===== src/rtl/vram_arbiter.sv =====
// Single-port tile-RAM arbiter: display reads own the port in the active area,
// posted writes (FIFO) and blocking game reads are served only during blanking.
module vram_arbiter #(
    parameter int ADDR_W     = 4,
    parameter int DATA_W     = 2,
    parameter int FIFO_DEPTH = 4
) (
    input  logic                             clk,
    input  logic                             rst,
    input  logic                             in_display,
    input  logic [ADDR_W-1:0]                disp_addr,
    output logic [DATA_W-1:0]                disp_data,
    output logic                             disp_valid,
    input  logic                             wr_valid,
    output logic                             wr_ready,
    input  logic [ADDR_W-1:0]                wr_addr,
    input  logic [DATA_W-1:0]                wr_data,
    input  logic                             gr_req,
    input  logic [ADDR_W-1:0]                gr_addr,
    output logic                             gr_ack,
    output logic [DATA_W-1:0]                gr_data,
    output logic                             mem_we,
    output logic [ADDR_W-1:0]                mem_addr,
    output logic [DATA_W-1:0]                mem_wdata,
    input  logic [DATA_W-1:0]                mem_rdata,
    output logic [$clog2(FIFO_DEPTH):0]      fifo_level
);

    localparam int PTR_W = $clog2(FIFO_DEPTH);
    localparam int LVL_W = PTR_W + 1;

    localparam logic [1:0] S_IDLE    = 2'd0;
    localparam logic [1:0] S_RD_WAIT = 2'd1;
    localparam logic [1:0] S_ACK     = 2'd2;

    localparam logic [1:0] OWN_NONE = 2'd0;
    localparam logic [1:0] OWN_DISP = 2'd1;
    localparam logic [1:0] OWN_GR   = 2'd2;

    logic [ADDR_W-1:0] fifo_addr_mem [FIFO_DEPTH];
    logic [DATA_W-1:0] fifo_data_mem [FIFO_DEPTH];

    logic [PTR_W-1:0]  wr_ptr_reg;
    logic [PTR_W-1:0]  rd_ptr_reg;
    logic [LVL_W-1:0]  level_reg;
    logic [1:0]        state_reg;
    logic [1:0]        state_next;
    logic [1:0]        owner_reg;
    logic [1:0]        owner_next;
    logic [ADDR_W-1:0] addr_hold_reg;
    logic [DATA_W-1:0] wdata_hold_reg;
    logic              disp_valid_reg;
    logic [DATA_W-1:0] disp_data_reg;
    logic              gr_ack_reg;
    logic [DATA_W-1:0] gr_data_reg;

    logic fifo_empty;
    logic push;
    logic pop;

    assign fifo_empty = (level_reg == '0);
    assign wr_ready   = (level_reg != LVL_W'(FIFO_DEPTH));
    assign push       = wr_valid && wr_ready;
    assign fifo_level = level_reg;
    assign disp_valid = disp_valid_reg;
    assign disp_data  = disp_data_reg;
    assign gr_ack     = gr_ack_reg;
    assign gr_data    = gr_data_reg;

    // Priority: display, then FIFO drain, then a single outstanding game read.
    always_comb begin
        owner_next = OWN_NONE;
        state_next = state_reg;
        mem_we     = 1'b0;
        mem_addr   = addr_hold_reg;
        mem_wdata  = wdata_hold_reg;
        pop        = 1'b0;

        case (state_reg)
            S_RD_WAIT: state_next = S_ACK;
            S_ACK:     state_next = S_IDLE;
            default:   state_next = state_reg;
        endcase

        if (in_display) begin
            mem_addr   = disp_addr;
            owner_next = OWN_DISP;
        end else if (!fifo_empty) begin
            mem_we    = 1'b1;
            mem_addr  = fifo_addr_mem[rd_ptr_reg];
            mem_wdata = fifo_data_mem[rd_ptr_reg];
            pop       = 1'b1;
        end else if (gr_req && state_reg == S_IDLE) begin
            mem_addr   = gr_addr;
            owner_next = OWN_GR;
            state_next = S_RD_WAIT;
        end

        // The RAM port must look quiet for the whole reset pulse, not just after an edge.
        if (rst) begin
            mem_we    = 1'b0;
            mem_addr  = '0;
            mem_wdata = '0;
            pop       = 1'b0;
        end
    end

    always_ff @(posedge clk) begin
        if (push) begin
            fifo_addr_mem[wr_ptr_reg] <= wr_addr;
            fifo_data_mem[wr_ptr_reg] <= wr_data;
        end
    end

    always_ff @(posedge clk or posedge rst) begin
        if (rst) begin
            wr_ptr_reg     <= '0;
            rd_ptr_reg     <= '0;
            level_reg      <= '0;
            state_reg      <= S_IDLE;
            owner_reg      <= OWN_NONE;
            addr_hold_reg  <= '0;
            wdata_hold_reg <= '0;
            disp_valid_reg <= 1'b0;
            disp_data_reg  <= '0;
            gr_ack_reg     <= 1'b0;
            gr_data_reg    <= '0;
        end else begin
            state_reg      <= state_next;
            owner_reg      <= owner_next;
            addr_hold_reg  <= mem_addr;
            wdata_hold_reg <= mem_wdata;

            // owner_reg tags the access whose data mem_rdata carries this cycle.
            disp_valid_reg <= (owner_reg == OWN_DISP);
            gr_ack_reg     <= (owner_reg == OWN_GR);
            if (owner_reg == OWN_DISP) begin
                disp_data_reg <= mem_rdata;
            end
            if (owner_reg == OWN_GR) begin
                gr_data_reg <= mem_rdata;
            end

            if (push) begin
                wr_ptr_reg <= wr_ptr_reg + 1'b1;
            end
            if (pop) begin
                rd_ptr_reg <= rd_ptr_reg + 1'b1;
            end
            case ({push, pop})
                2'b10:   level_reg <= level_reg + 1'b1;
                2'b01:   level_reg <= level_reg - 1'b1;
                default: level_reg <= level_reg;
            endcase
        end
    end

endmodule


===== config.mk =====
export PLATFORM = sky130hd
export DESIGN_NAME = vram_arbiter
export DESIGN_NICKNAME = d
export VERILOG_FILES = /design/src/rtl/vram_arbiter.sv
export SDC_FILE = /design/constraint.sdc
export NUM_CORES = 1
export LEC_CHECK = 0
export ABC_AREA = 1
export BUFFER_PORTS_ARGS = -buffer_cell sky130_fd_sc_hd__buf_2
export CAP_MARGIN = 40
export CORE_MARGIN = 2
export CORE_UTILIZATION = 40
export DETAILED_ROUTE_END_ITERATION = 12
export SLEW_MARGIN = 20
export SYNTH_ARGS = -nofsm -noshare
export SYNTH_HDL_FRONTEND = slang
export SYNTH_SLANG_ARGS = --single-unit

===== constraint.sdc =====
create_clock -name clk -period 2 [get_ports clk]
set_input_delay 0.2 -clock clk [delete_from_list [all_inputs] [get_ports clk]]
set_output_delay 0.2 -clock clk [all_outputs]
set_load 0.05 [all_outputs]

==> run metrics <==
DR vias/cell 4.30; first-pass GRT wire length 6410 µm; cells along the critical path inv_1 -> ha_2 -> nand2_2 -> nand2_1 -> nand2_1 -> nand2_1 -> nand2_1 -> nor2_2 -> buf_6; Ant. Diodes 0; Synth area leaders edfxtp_1 34%, dfrtp_1 27%, nand2_1 10%, inv_1 7.1%, ha_1 4.7%; Avg WL per Cell 11.0 µm; First-pass DRT Iterations 4; final WL 3760 µm; global route total overflow 0; clock-pin slew on the worst setup and hold paths 0.08 ns; kind of critical path reg2out; DP Area 2510 µm²; worst-case hold slack 0.0469 ns; Cell Area, Synth 2130 µm²; cell taking the most area after synthesis edfxtp_1; max reg flops 16; Cell Pwr Density 1330 nW/µm²; worst hold path startpoint in_display; Hold Path Depth 1; maximum vdd drop 514 µV; nets 302; H-tree depth 2; largest net degree at the start of global routing 26; Starting Density 41.7%; Die ar. 5920 µm²; fmax 0.534 GHz; Hold Vio Cnt, Final 0; Reg2Reg Capture Point fifo_level[2]; hold endpoint owner_reg[0]; reg2reg path depth 10; setup violators final 0; LEAKAGE 1.26 nW; Crit-path slowest cell dfrtp_1; reg-to-reg startpoint fifo_level[0]; count of input and output buffers 37; max_cap viols 0; Worst-Skew Late Latency 0.29 ns; # IOs 38; top-area cell type share of the netlist area 33.9%; root buffer cell clkbuf_8; proportion of layout cells with a drive suffix above 1 28.6%; status completed; Post-route DRC 0; Pwr Total 3.50 mW; Clock Path Buffers 2; CP Max Fanout 5; Iteration-0 DRC Markers 73; row count 26; Slew Limit Headroom 78.9%; CTS buffer count 5; max-slew violations 0; pre-CTS WS 0.217 ns; fin crit period 1.87 ns; total global-route track usage 14.1%; routed via count 1476; Avg Inst Size Synth 9.59 µm²; Synth Register Bits 47; final worst-path cycle share 93.6%; Syn Nets 252; Layout Area Growth over Synthesis 24.0%; Critical Path RT 1.80 ns; CP max stage delay 0.40 ns; vias in the first global route 1415; Hold WC Path Type in2reg; Netlist cell types 19; Filler cells 487; Placer Congestion 0.722; Post-CTS Setup Inserts 0; Most Frequent Cell on Critical Path nand2_1; register area share after synthesis 60.9%; Num Clock Sinks 47; Slew @ Worst Pin 0.317 ns; setup ws final 0.128 ns; DP HPWL 2910 µm; Synth Instances 222; CTS tree built; CTS Hold Bufs 0; die height 76.9 µm; Post-DRT Antenna Nets 0; setup slack, reg-to-reg 0.20 ns; crit start category register; post-route cell area 2640 µm²; Crit. End Element output pin; Critical Path AT 1.67 ns; initial antenna violation count 0; Fin Clk Skew 0.00567 ns; synth warn 0; Die Wd 76.9 µm; core area 5110 µm²
layer usage:
layer  track usage [%]  part of all wire (%)
met1              16.9                    44
met2              23.9                    50
met5                 0                     0
met3              4.12                   4.9
met4              5.45                  0.80
report_power, final:
| group | internal (mW) | leakage, nW | total [mW] | switching [mW] |
|---|---|---|---|---|
| clock network | 0.247 | 0.0385 | 0.539 | 0.292 |
| logic | 0.506 | 0.720 | 1.53 | 1.03 |
| registers | 1.28 | 0.501 | 1.42 | 0.147 |
| total | 2.03 | 1.26 | 3.50 | 1.47 |
stage by stage:
| stage | utilization, % | setup TNS [ns] | instances |
|---|---|---|---|
| final | 51.7 | 0 | 343 |
| after detailed placement | 49.1 | 0 | 335 |
| after CTS | 51.2 | 0 | 343 |
| after floorplan | - | -0.212 | 222 |
| after global placement | 49.1 | 0 | 335 |
| after global routing | 51.7 | -0.0215 | 343 |
logic make-up after synthesis:
logic type                 after synthesis  share of synthesized area (%)
AOI/OAI and AO/OA                       12                           2.82
xor gates and xnor gates                 5                           2.06
adders and majority gates                9                           5.64
buffers and inverters                   44                           8.35
DFF                                     47                           60.9
muxes                                    1                          0.470
and+or+nand+nor                        104                           19.8
final cells by class:
cell class,instances,area [µm²],share of cell area [%]
clock inverter,1,7.51,0.284
clock buffer,7,76.3,2.89
timing repair buffer,46,278,10.5
multi-input combinational,131,727,27.5
sequential,47,1300,49.3
inverter,41,161,6.12
tap,70,87.6,3.32
cell usage after synthesis:
library cell	number
buf_4	1
buf_6	1
ha_1	8
nor2_1	25
or2_2	2
xnor2_1	2
dfrtp_1	23
a21oi_1	6
edfxtp_1	24
mux2i_1	1
nand3_1	18
nand2_1	58
o21ai_0	6
fa_1	1
buf_2	1
xor2_1	3
inv_1	40
nand2_2	1
inv_2	1
worst max-delay path by stage:
stage / from / to / cells past startpoint
floorplan: fifo_level[0] / fifo_level[2] / 10
global placement: fifo_level[0] / fifo_level[2] / 9
detailed placement: fifo_level[0] / fifo_level[2] / 9
CTS: state_reg[1] / mem_addr[3] / 9
global route: fifo_level[0] / mem_wdata[0] / 6
finish: state_reg[1] / mem_addr[1] / 9
cell usage in the layout (no fill, tap or decap), types with 4 or more instances in the layout:
cell type,instances
nand2_1,53
inv_1,36
buf_2,33
edfxtp_1,24
nor2_1,20
dfrtp_1,19
nand3_1,17
buf_4,9
a21oi_1,6
ha_1,6
o21ai_0,5
nand2_2,5
clkbuf_8,5
dfrtp_2,4
buf_6,4
timing repair:
item | 4_1_cts | 5_1_grt
hold endpoints to repair | 0 | 0
resized for setup | 9 | 8
setup endpoints to repair | 4 | 6
worst max-delay path, delay by kind of cell, from the launching register on:
family | cells | cell delay [ns]
adder cells (fa/ha/maj) | 1 | 0.22
flip-flops | 1 | 0.40
AND/OR/NAND/NOR | 6 | 0.51
buffers and inverters | 2 | 0.26
Power figures use the tool's default switching activity.
